**config.mk**
```make
export PLATFORM = sky130hd
export DESIGN_NAME = ysyx_25040109_lsu
export DESIGN_NICKNAME = d
export VERILOG_FILES = /design/src/rtl/ysyx_25040109_lsu.sv
export SDC_FILE = /design/constraint.sdc
export NUM_CORES = 1
export LEC_CHECK = 0
export CORE_AREA = 4 4 96 98
export CTS_BUF_LIST = sky130_fd_sc_hd__clkbuf_4 sky130_fd_sc_hd__clkbuf_8
export CTS_CLUSTER_SIZE = 10
export DETAILED_ROUTE_END_ITERATION = 8
export DIE_AREA = 0 0 100 102
export DONT_BUFFER_PORTS = 1
export HOLD_SLACK_MARGIN = 0.12
export MAX_ROUTING_LAYER = met4
export PLACE_DENSITY = 0.8
export SETUP_SLACK_MARGIN = 0.3
export SYNTH_ARGS = -nofsm -noshare
export SYNTH_HDL_FRONTEND = slang
export SYNTH_SLANG_ARGS = --single-unit
```
**constraint.sdc**
```tcl
create_clock -name clk -period 2 [get_ports clk]
set_input_delay 0.3 -clock clk [delete_from_list [all_inputs] [get_ports clk]]
set_output_delay 0.3 -clock clk [all_outputs]
set_load 0.01 [all_outputs]
```
**src/rtl/ysyx_25040109_lsu.sv**
```systemverilog
// Load/store unit: one CPU request at a time, carried out as an AXI4-Lite master transaction.
// Define YSYX_25040109_LSU_MISALIGN_CHK_EN to answer misaligned half/word accesses with an error and no bus cycle.
module ysyx_25040109_lsu (
  input  logic        clk,
  input  logic        rst,
  input  logic        req_valid_i,
  output logic        req_ready_o,
  input  logic        req_wen_i,
  input  logic [31:0] req_addr_i,
  input  logic [1:0]  req_size_i,
  input  logic        req_unsigned_i,
  input  logic [31:0] req_wdata_i,
  output logic        rsp_valid_o,
  input  logic        rsp_ready_i,
  output logic [31:0] rsp_rdata_o,
  output logic        rsp_err_o,
  output logic        dmem_arvalid_o,
  output logic [31:0] dmem_araddr_o,
  input  logic        dmem_arready_i,
  input  logic        dmem_rvalid_i,
  input  logic [31:0] dmem_rdata_i,
  input  logic [1:0]  dmem_rresp_i,
  output logic        dmem_rready_o,
  output logic        dmem_awvalid_o,
  output logic [31:0] dmem_awaddr_o,
  input  logic        dmem_awready_i,
  output logic        dmem_wvalid_o,
  output logic [31:0] dmem_wdata_o,
  output logic [3:0]  dmem_wstrb_o,
  input  logic        dmem_wready_i,
  input  logic        dmem_bvalid_i,
  input  logic [1:0]  dmem_bresp_i,
  output logic        dmem_bready_o
);

  typedef enum logic [2:0] {
    S_IDLE = 3'd0,
    S_AR   = 3'd1,
    S_R    = 3'd2,
    S_WR   = 3'd3,
    S_B    = 3'd4,
    S_RSP  = 3'd5
  } state_e;

  state_e      state_q, state_d;
  logic [31:0] addr_q, addr_d;
  logic [31:0] wdata_q, wdata_d;
  logic [1:0]  size_q, size_d;
  logic        unsigned_q, unsigned_d;
  logic        aw_done_q, aw_done_d;
  logic        w_done_q, w_done_d;
  logic        rsp_err_q, rsp_err_d;
  logic [31:0] rsp_rdata_q, rsp_rdata_d;
  logic        req_fire_s, aw_fire_s, w_fire_s, misalign_s;

  function automatic logic [31:0] load_extract(input logic [31:0] word, input logic [1:0] off,
                                               input logic [1:0] size, input logic uns);
    logic [31:0] sh;
    logic [31:0] res;
    sh = word >> {off, 3'b000};
    case (size)
      2'd0:    res = {{24{~uns & sh[7]}}, sh[7:0]};
      2'd1:    res = {{16{~uns & sh[15]}}, sh[15:0]};
      default: res = sh;
    endcase
    return res;
  endfunction

  function automatic logic [3:0] store_strobe(input logic [1:0] size, input logic [1:0] off);
    logic [3:0] base;
    case (size)
      2'd0:    base = 4'b0001;
      2'd1:    base = 4'b0011;
      default: base = 4'b1111;
    endcase
    return base << off;
  endfunction

`ifdef YSYX_25040109_LSU_MISALIGN_CHK_EN
  always_comb begin
    misalign_s = 1'b0;
    case (req_size_i)
      2'd0:    misalign_s = 1'b0;
      2'd1:    misalign_s = req_addr_i[0];
      default: misalign_s = (req_addr_i[1:0] != 2'b00);
    endcase
  end
`else
  assign misalign_s = 1'b0;
`endif

  assign req_fire_s = req_valid_i && (state_q == S_IDLE);
  assign aw_fire_s  = (state_q == S_WR) && !aw_done_q && dmem_awready_i;
  assign w_fire_s   = (state_q == S_WR) && !w_done_q && dmem_wready_i;

  always_ff @(posedge clk) begin
    if (rst) state_q <= S_IDLE;
    else     state_q <= state_d;
  end

  always_comb begin
    state_d = state_q;
    case (state_q)
      S_IDLE: begin
        if (req_fire_s) begin
          if (misalign_s)     state_d = S_RSP;
          else if (req_wen_i) state_d = S_WR;
          else                state_d = S_AR;
        end else begin
          state_d = S_IDLE;
        end
      end
      S_AR:  state_d = dmem_arready_i ? S_R : S_AR;
      S_R:   state_d = dmem_rvalid_i ? S_RSP : S_R;
      // Each write channel may complete first; B waits for both.
      S_WR:  state_d = ((aw_done_q || aw_fire_s) && (w_done_q || w_fire_s)) ? S_B : S_WR;
      S_B:   state_d = dmem_bvalid_i ? S_RSP : S_B;
      S_RSP: state_d = rsp_ready_i ? S_IDLE : S_RSP;
      default: state_d = S_IDLE;
    endcase
  end

  always_comb begin
    req_ready_o    = 1'b0;
    dmem_arvalid_o = 1'b0;
    dmem_rready_o  = 1'b0;
    dmem_awvalid_o = 1'b0;
    dmem_wvalid_o  = 1'b0;
    dmem_bready_o  = 1'b0;
    rsp_valid_o    = 1'b0;
    case (state_q)
      S_IDLE: req_ready_o    = 1'b1;
      S_AR:   dmem_arvalid_o = 1'b1;
      S_R:    dmem_rready_o  = 1'b1;
      S_WR: begin
        dmem_awvalid_o = !aw_done_q;
        dmem_wvalid_o  = !w_done_q;
      end
      S_B:    dmem_bready_o  = 1'b1;
      S_RSP:  rsp_valid_o    = 1'b1;
      default: req_ready_o   = 1'b0;
    endcase
  end

  always_comb begin
    addr_d      = addr_q;
    wdata_d     = wdata_q;
    size_d      = size_q;
    unsigned_d  = unsigned_q;
    aw_done_d   = aw_done_q;
    w_done_d    = w_done_q;
    rsp_err_d   = rsp_err_q;
    rsp_rdata_d = rsp_rdata_q;
    case (state_q)
      S_IDLE: begin
        if (req_fire_s) begin
          addr_d      = req_addr_i;
          wdata_d     = req_wdata_i;
          size_d      = req_size_i;
          unsigned_d  = req_unsigned_i;
          aw_done_d   = 1'b0;
          w_done_d    = 1'b0;
          rsp_err_d   = misalign_s;
          rsp_rdata_d = misalign_s ? 32'h0000_0000 : rsp_rdata_q;
        end else begin
          rsp_err_d   = rsp_err_q;
        end
      end
      S_R: begin
        if (dmem_rvalid_i) begin
          rsp_err_d   = (dmem_rresp_i != 2'b00);
          rsp_rdata_d = (dmem_rresp_i != 2'b00) ? 32'h0000_0000
                        : load_extract(dmem_rdata_i, addr_q[1:0], size_q, unsigned_q);
        end else begin
          rsp_err_d   = rsp_err_q;
        end
      end
      S_WR: begin
        aw_done_d = aw_done_q || aw_fire_s;
        w_done_d  = w_done_q || w_fire_s;
      end
      S_B: begin
        if (dmem_bvalid_i) begin
          rsp_err_d   = (dmem_bresp_i != 2'b00);
          rsp_rdata_d = 32'h0000_0000;
        end else begin
          rsp_err_d   = rsp_err_q;
        end
      end
      default: rsp_err_d = rsp_err_q;
    endcase
  end

  always_ff @(posedge clk) begin
    if (rst) begin
      addr_q      <= 32'h0000_0000;
      wdata_q     <= 32'h0000_0000;
      size_q      <= 2'b00;
      unsigned_q  <= 1'b0;
      aw_done_q   <= 1'b0;
      w_done_q    <= 1'b0;
      rsp_err_q   <= 1'b0;
      rsp_rdata_q <= 32'h0000_0000;
    end else begin
      addr_q      <= addr_d;
      wdata_q     <= wdata_d;
      size_q      <= size_d;
      unsigned_q  <= unsigned_d;
      aw_done_q   <= aw_done_d;
      w_done_q    <= w_done_d;
      rsp_err_q   <= rsp_err_d;
      rsp_rdata_q <= rsp_rdata_d;
    end
  end

  // Bus address is the raw byte address; the slave applies lane shifting.
  assign dmem_araddr_o = addr_q;
  assign dmem_awaddr_o = addr_q;
  assign dmem_wdata_o  = wdata_q;
  assign dmem_wstrb_o  = store_strobe(size_q, addr_q[1:0]);
  assign rsp_rdata_o   = rsp_rdata_q;
  assign rsp_err_o     = rsp_err_q;

endmodule

```
==> metrics.md, run 1 <==
| Metric | Value |
|---|---|
| Run status | complete, but fails checks |
| Failing checks | negative hold slack |
| P&R area growth vs syn | 8.71% |
| EDFF count, synth | 0 |
| CP delay by family, top | buffers and inverters |
| Total Power | 0.00472 W |
| Combinational family with the most area after synthesis | compound AO/OA/AOI/OAI gates |
| Iter 0 DRT Violations | 196 |
| Critical-path cell with the highest stage delay | sky130_fd_sc_hd__dfxtp_4 |
| Wire length reported by the detailed router | 12800 um |
| First-pass GRT wire length | 18800 um |
| Warnings from Yosys | 0 |
| Pin slew with the least headroom to its limit | 0.548 ns |
| Number of cells produced by synthesis | 521 |
| Routed wire length on met3 | 1320 um |
| Part of the Yosys area used for sequential elements | 45.3% |
| Tightest slew margin relative to the limit | 63.4% |
| Register cell area after layout | 0.00212 mm^2 |
| Routed WL per cell | 20.8 um |
| Cells traversed along the worst timing path | buf_12, buf_12, a211oi_2, a21oi_1, buf_4 |
| TritonCTS clock tree | yes |
| Post-synth design cell area | 0.00464 mm^2 |
| I/O pin count | 253 |
| Footprint of the multi-input gates | 0.00216 mm^2 |
| Mean number of vias per cell | 6.22 |
| Leading cell type by number of instances after synthesis | sky130_fd_sc_hd__nand2_1 |
| Setup TNS after final layout | 0 ns |
| Clk sinks | 105 |
| Core Rows | 34 |
| Critical path type | flop to output pin |
| Utilization of the core after routing | 59.6% |
| Final hold violation count | 7 |
| Proportion of synthesized flip-flops having asynchronous set or reset | 0% |
| Total Die Area | 0.0102 mm^2 |
| Vert. Die Dim | 102 um |
| Total number of H-tree levels | 3 |
| Number of different library cells in the post-synthesis netlist | 42 |
| Primary FF master, synth | sky130_fd_sc_hd__dfxtp_1 |
| Final worst hold slack | -0.00874 ns |
| Top cells by count, synth | 136 x sky130_fd_sc_hd__nand2_1, 105 x sky130_fd_sc_hd__dfxtp_1, 70 x sky130_fd_sc_hd__a21oi_1 |
| Final standard cell area without fillers | 0.00504 mm^2 |
| Fill cell instance count of the final layout | 701 |
| Largest net degree at the start of global routing | 82 |
| Maximum ir drop on the vdd rail | 0.480 mV |
| Simple-gate area share of the yosys netlist | 17.2% |
| Synth Area in Compound Gates | 18.5% |
| Area of the core | 0.00847 mm^2 |
| CTS clock-pin slew for the worst setup and hold paths | 0.12 ns |
| Fraction of the cycle the final worst path needs | 83.1% |
| Flop and latch count out of synthesis | 105 |
| Count of inserted antenna diode cells | 0 |
| Tot GR Track Use | 24.0% |
| Setup repair after global routing missed its margin | true |
| Xor and xnor area share after synthesis | 0% |
| Maximum buffer depth of the clock tree | 2 |
| Synth area leader | sky130_fd_sc_hd__dfxtp_1 |
| Initial antenna violation count | 0 |
| Clock root buffer master | sky130_fd_sc_hd__clkbuf_8 |
| I/O Buffers | 0 |
| Mean Syn Cell Area | 8.90 um^2 |
| Mux contribution to synthesized area | 8.71% |
| Endpoint arrival time on the critical path | 1.36 ns |
| Highest metal used | met4 |
| Final Net Count | 613 |
| Sum of routed wire segments on met1 | 4750 um |
| Start point of the critical path | dmem_araddr_o[0]$_SDFFE_PP0P_ |
| Via Count | 3811 |
| Leakage power of the design | 1.82 nW |
| Max FO, Critical Path | 9 |
| Post-CTS Hold Fix Bufs | 13 |
| Number of buffers added by the clock tree synthesis step | 9 |
| Cell with the most instances on the worst path | sky130_fd_sc_hd__buf_12 |
| Top-area cell type share of the netlist area | 45.3% |
| Crit path launch type | flop |
| Met2 routed wirelength | 6230 um |
| Ratio of total power to cell area | 936 mW/mm^2 |
| Share of layout cells above drive strength 1 | 20.0% |
| Kind of path behind the tightest hold check | input port to flop |
| Post-Syn Nets | 634 |
| Highest Clock Rate | 602 MHz |
| Overflow left after global routing | 0 |
| Top post-synthesis cells by area | sky130_fd_sc_hd__dfxtp_1 45%, sky130_fd_sc_hd__nand2_1 11%, sky130_fd_sc_hd__a21oi_1 7.6% |
| Number of max-slew violations in the final report | 0 |
| Element type at the critical path end | output pin |
| Crit path time final | 1.66 ns |
| Initial Utilization | 54.8% |
| DRC Markers | 0 |
| Hold path startpoint | rst |
| Detail Route Antenna Nets | 0 |
| Worst reg2reg startpoint | dmem_araddr_o[1]$_SDFFE_PP0P_ |
| Buffers & Inverters on Critical Path | 3 |
| Number of global-route vias before repair | 3630 |
| Total of max-cap violations | 0 |
| Crit-path max cell delay | 0.37 ns |
| Final HPWL from detailed placement | 9100 um |
| Die span in x | 100 um |
| Setup clock skew after layout | 0.0178 ns |
| Source-to-sink clock delay at the later pin of the worst-skew pair | 0.37 ns |
| Last weighted congestion value of the routability-driven placer | 0.916 |
| DR pass1 iterations | 5 |
| Area after detailed placement | 0.00452 mm^2 |
| Endpoints failing setup | 0 |
| Critical path required time | 1.70 ns |
| Share of synthesized cell area in full adder, half adder and majority cells | 0% |
==> placed cells by master (no fill, tap or decap), types with 2 or more instances in the layout <==
cell | Yosys | final
sky130_fd_sc_hd__o211ai_1 | 2 | 2
sky130_fd_sc_hd__and2_1 | 2 | 2
sky130_fd_sc_hd__dlygate4sd3_1 | 0 | 13
sky130_fd_sc_hd__clkinvlp_4 | 0 | 2
sky130_fd_sc_hd__mux4_2 | 9 | 9
sky130_fd_sc_hd__nor3b_4 | 1 | 2
sky130_fd_sc_hd__and3_1 | 3 | 3
sky130_fd_sc_hd__mux2_2 | 17 | 17
sky130_fd_sc_hd__a21oi_1 | 70 | 70
sky130_fd_sc_hd__dfxtp_2 | 0 | 3
sky130_fd_sc_hd__buf_4 | 34 | 24
sky130_fd_sc_hd__o21ai_0 | 4 | 4
sky130_fd_sc_hd__nor2_2 | 2 | 4
sky130_fd_sc_hd__o21bai_1 | 2 | 2
sky130_fd_sc_hd__inv_6 | 0 | 2
sky130_fd_sc_hd__a221o_1 | 16 | 16
sky130_fd_sc_hd__a221oi_2 | 0 | 8
sky130_fd_sc_hd__nand2_1 | 136 | 136
sky130_fd_sc_hd__buf_12 | 0 | 4
sky130_fd_sc_hd__dfxtp_4 | 0 | 3
sky130_fd_sc_hd__nor3_1 | 5 | 4
sky130_fd_sc_hd__nand2b_1 | 2 | 2
sky130_fd_sc_hd__nor2_1 | 19 | 16
sky130_fd_sc_hd__nand3b_1 | 2 | 2
sky130_fd_sc_hd__o2bb2ai_1 | 8 | 8
sky130_fd_sc_hd__inv_1 | 3 | 3
sky130_fd_sc_hd__a22oi_1 | 10 | 10
sky130_fd_sc_hd__dfxtp_1 | 105 | 99
sky130_fd_sc_hd__clkbuf_8 | 0 | 9
==> flip-flops by register name, summed over array words and instances (netlist names) <==
| name | count |
|---|---|
| aw_done_q | 1 |
| state_q | 3 |
| size_q | 2 |
| rsp_err_o | 1 |
| rsp_rdata_o | 32 |
| dmem_araddr_o | 32 |
| dmem_wdata_o | 32 |
| w_done_q | 1 |
| unsigned_q | 1 |
==> metrics by stage <==
stage | cells | hold WS [ns] | setup slack [ns]
CTS | 602 | -0.0250 | 0.230
global route | 613 | -0.0381 | 0.271
finish | 613 | -0.00874 | 0.337
detailed placement | 571 | 0.379 | 0.102
global placement | 571 | 0.378 | 0.241
floorplan | 521 | 0.429 | 0.262
==> layer usage <==
metal | vias up | track usage (%)
met3 | 43 | 7.30
met2 | 246 | 38.7
met1 | 1785 | 27.7
li1 | 1737 | -
met5 | - | -
met4 | 0 | 11.1
==> path summary, 6_finish.rpt <==
check | endpoint | cells past startpoint | slack [ns]
setup reg to reg | rsp_rdata_o[22]$_SDFFE_PP0P_ | 5 | 0.36
setup / recovery | dmem_wstrb_o[2] | 5 | 0.34
hold / removal | rsp_rdata_o[0]$_SDFFE_PP0P_ | 1 | -0.009
hold reg to reg | unsigned_q$_SDFFE_PP0P_ | 2 | 0.50
==> timing repair <==
action,in CTS,in global routing
endpoints found under the setup margin,82,71
setup buffers,2,10
hold endpoints to repair,93,80
cloned,0,1
pin swaps,2,3
resized for setup,9,16
==> cell type report <==
type	instances	share of cell area [%]
Tap cell	108	2.68
Multi-Input combinational cell	338	42.8
Sequential cell	105	42.0
Inverter	3	0.223
Timing Repair Buffer	43	8.54
Clock buffer	9	2.46
Clock inverter	7	1.29
==> power by group <==
part,switching (W),internal (W),total (W),leakage (nW)
sequential,0.000258,0.00225,0.00251,0.859
clock,0.000785,0.000480,0.00126,0.0909
combinational,0.000523,0.000420,0.000943,0.868
==> logic make-up (layout without fill, tap and decap cells) <==
kind of cell           after synthesis  in the layout
AND/OR/NAND/NOR                    182            182
AO/OA/AOI/OAI                      129            129
flip-flops                         105            105
buffers and inverters               78             62
multiplexers                        27             27
(Power assumes the default switching activity.)
==> inputs of run 2 (changes only) <==
==> constraint.sdc (replaced) <==
create_clock -name clk -period 1.65 [get_ports clk]
set_input_delay 0.2475 -clock clk [delete_from_list [all_inputs] [get_ports clk]]
set_output_delay 0.2475 -clock clk [all_outputs]
set_load 0.01 [all_outputs]
==> metrics.md, run 2 (synthesis results as in run 1) <==
| Metric | Value |
|---|---|
| Total number of H-tree levels | 3 (unchanged) |
| Leakage power of the design | 2.61 nW (was 1.82 nW) |
| Clock root buffer master | sky130_fd_sc_hd__clkbuf_8 (unchanged) |
| Endpoints failing setup | 16 (was 0) |
| Element type at the critical path end | flop (was output pin) |
| Final HPWL from detailed placement | 8950 um (was 9100 um) |
| Final hold violation count | 80 (was 7) |
| Die span in x | 100 um (unchanged) |
| Area after detailed placement | 0.00465 mm^2 (was 0.00452 mm^2) |
| Source-to-sink clock delay at the later pin of the worst-skew pair | 0.37 ns (about the same) |
| Wire length reported by the detailed router | 16900 um (was 12800 um) |
| Count of inserted antenna diode cells | 0 (unchanged) |
| Number of buffers added by the clock tree synthesis step | 9 (unchanged) |
| Setup TNS after final layout | -0.206 ns (was 0 ns) |
| Number of global-route vias before repair | 4175 (was 3630) |
| Via Count | 4317 (was 3811) |
| Crit path launch type | flop (unchanged) |
| Fraction of the cycle the final worst path needs | 102% |
| Routed WL per cell | 24.9 um (was 20.8 um) |
| Failing checks | negative hold slack, negative setup slack (was negative hold slack) |
| Crit path time final | 1.68 ns |
| Max FO, Critical Path | 8 (was 9) |
| Total Die Area | 0.0102 mm^2 (unchanged) |
| Endpoint arrival time on the critical path | 1.99 ns (was 1.36 ns) |
| Tightest slew margin relative to the limit | 61.9% (was 63.4%) |
| Run status | complete, but fails checks (unchanged) |
| Post-CTS Hold Fix Bufs | 17 (was 13) |
| Core Rows | 34 (unchanged) |
| Vert. Die Dim | 102 um (unchanged) |
| Most used cells in the layout excluding fill and tap cells | 98 x sky130_fd_sc_hd__dfxtp_1, 91 x sky130_fd_sc_hd__nand2_1, 48 x sky130_fd_sc_hd__a21oi_2, 34 x sky130_fd_sc_hd__buf_6, 28 x sky130_fd_sc_hd__nand2_4 (was 136 x sky130_fd_sc_hd__nand2_1, 99 x sky130_fd_sc_hd__dfxtp_1, 70 x sky130_fd_sc_hd__a21oi_1, 24 x sky130_fd_sc_hd__buf_4, 17 x sky130_fd_sc_hd__mux2_2) |
| Commonest non-fill, non-tap cell in the layout | sky130_fd_sc_hd__dfxtp_1 (was sky130_fd_sc_hd__nand2_1) |
| Overflow left after global routing | 0 (unchanged) |
| TritonCTS clock tree | yes (unchanged) |
| Critical path required time | 1.96 ns (was 1.70 ns) |
| Largest net degree at the start of global routing | 82 (unchanged) |
| Detail Route Antenna Nets | 0 (unchanged) |
| Last weighted congestion value of the routability-driven placer | 0.858 (was 0.916) |
| DR pass1 iterations | 5 (unchanged) |
| Initial antenna violation count | 0 (unchanged) |
| Setup repair after global routing missed its margin | true (unchanged) |
| Total of max-cap violations | 0 (unchanged) |
| Iter 0 DRT Violations | 300 (was 196) |
| Area of the core | 0.00847 mm^2 (unchanged) |
| I/O pin count | 253 (unchanged) |
| Total Power | 0.00717 W (was 0.00472 W) |
| Number of max-slew violations in the final report | 0 (unchanged) |
| Share of layout cells above drive strength 1 | 49.7% (was 20.0%) |
| Mean number of vias per cell | 6.34 (was 6.22) |
| Final worst hold slack | -0.0666 ns (was -0.00874 ns) |
| I/O Buffers | 0 (unchanged) |
| Setup clock skew after layout | 0.0151 ns (was 0.0178 ns) |
| Maximum buffer depth of the clock tree | 2 (unchanged) |
| Final Net Count | 681 (was 613) |
| Final worst setup slack | -0.0338 ns (was 0.337 ns) |
| DRC Markers | 0 (unchanged) |
| Kind of path behind the tightest hold check | input port to flop (unchanged) |
| P&R area growth vs syn | 46.1% (was 8.71%) |
| Critical path type | flop to flop (was flop to output pin) |
| Highest Clock Rate | 594 MHz |
| Ratio of total power to cell area | 1060 mW/mm^2 (was 936 mW/mm^2) |
| Pin slew with the least headroom to its limit | 0.572 ns (was 0.548 ns) |
| Maximum ir drop on the vdd rail | 0.838 mV (was 0.480 mV) |
| Clk sinks | 105 (unchanged) |
| Initial Utilization | 54.8% (unchanged) |
| First-pass GRT wire length | 22800 um (was 18800 um) |
| Tot GR Track Use | 29.5% (was 24.0%) |
| CTS clock-pin slew for the worst setup and hold paths | 0.12 ns (about the same) |
| Final standard cell area without fillers | 0.00678 mm^2 (was 0.00504 mm^2) |
## run 2: cell count changes in the layout (fill, tap and decap cells not counted), moves of 6 or more
cell and change:
sky130_fd_sc_hd__a21oi_1 -48, sky130_fd_sc_hd__a21oi_2 +48, sky130_fd_sc_hd__nand2_1 -45, sky130_fd_sc_hd__buf_6 +34, sky130_fd_sc_hd__nand2_4 +28, sky130_fd_sc_hd__nand2_2 +17, sky130_fd_sc_hd__buf_16 +12, sky130_fd_sc_hd__a22oi_1 -7
sky130_fd_sc_hd__a22oi_2 +7, sky130_fd_sc_hd__buf_12 +6, sky130_fd_sc_hd__buf_8 +6
## run 2: per-stage QoR
| stage | hold WS (ns) | std cells | util (%) | setup slack [ns] |
|---|---|---|---|---|
| floorplan | 0.376 | 521 | - | -0.0882 |
| global placement | 0.319 | 581 | 54.9 | -0.0543 |
| detailed placement | 0.320 | 581 | 54.9 | -0.167 |
| CTS | -0.0777 | 661 | 73.0 | 0.0157 |
| global route | -0.0917 | 681 | 80.0 | -0.153 |
| finish | -0.0666 | 681 | 80.0 | -0.0338 |
## run 2: timing repair
| item | in CTS | in global routing |
|---|---|---|
| pin swaps | 58 | 35 |
| hold endpoints to repair | 97 | 80 |
| setup buffers | 32 | 15 |
| gates cloned | 15 | 5 |
| endpoints found under the setup margin | 115 | 116 |
| resized for setup | 146 | 105 |
## run 2: routing by layer
metal | part of all wire [%] | vias up | track usage (%)
li1 | - | 1878 | -
met1 | 37 | 2121 | 35.0
met2 | 51 | 272 | 48.3
met3 | 8.5 | 46 | 8.26
met4 | 3.2 | 0 | 10.5
met5 | 0 | - | -
## run 2: cell type report
| class | instances | area, um^2 |
|---|---|---|
| Inverter | 3 | 16.3 |
| Tap cell | 108 | 135 |
| Fill cell | 501 | 1690 |
| Multi-Input combinational cell | 338 | 2790 |
| Sequential cell | 105 | 2130 |
| Clock inverter | 7 | 62.6 |
| Timing Repair Buffer | 111 | 1530 |
| Clock buffer | 9 | 124 |
## run 2: final timing paths
| kind | from | to | slack, ns | cells past startpoint |
|---|---|---|---|---|
| worst max-delay path | state_q[2]$_SDFF_PP0_ | rsp_rdata_o[24]$_SDFFE_PP0P_ | -0.03 | 6 |
| worst min-delay path | rst | dmem_araddr_o[27]$_SDFFE_PP0P_ | -0.07 | 1 |
| worst max register to register | state_q[2]$_SDFF_PP0_ | rsp_rdata_o[24]$_SDFFE_PP0P_ | -0.03 | 6 |
| worst min register to register | unsigned_q$_SDFFE_PP0P_ | unsigned_q$_SDFFE_PP0P_ | 0.51 | 2 |
## run 2: critical path: stages (launching register included)
cell	delay, ns
sky130_fd_sc_hd__dfxtp_4	0.37
sky130_fd_sc_hd__buf_6	0.12
sky130_fd_sc_hd__nor3b_4	0.19
sky130_fd_sc_hd__nand4_1	0.23
sky130_fd_sc_hd__buf_6	0.23
sky130_fd_sc_hd__nor3_4	0.28
sky130_fd_sc_hd__a221o_1	0.22
## run 2: power by group
part | internal (W) | total, W | switching (W)
logic | 0.00139 | 0.00255 | 0.00116
registers | 0.00273 | 0.00307 | 0.000331
clock network | 0.000582 | 0.00156 | 0.000977
==> inputs of run 3 (changes only) <==
==> constraint.sdc (replaced) <==
create_clock -name clk -period 2 [get_ports clk]
set_input_delay 0.3 -clock clk [delete_from_list [all_inputs] [get_ports clk]]
set_output_delay 0.3 -clock clk [all_outputs]
set_load 0.01 [all_outputs]
==> results of run 3 <==
Same layout as run 1: the final DEF is identical, and so are final timing and power.
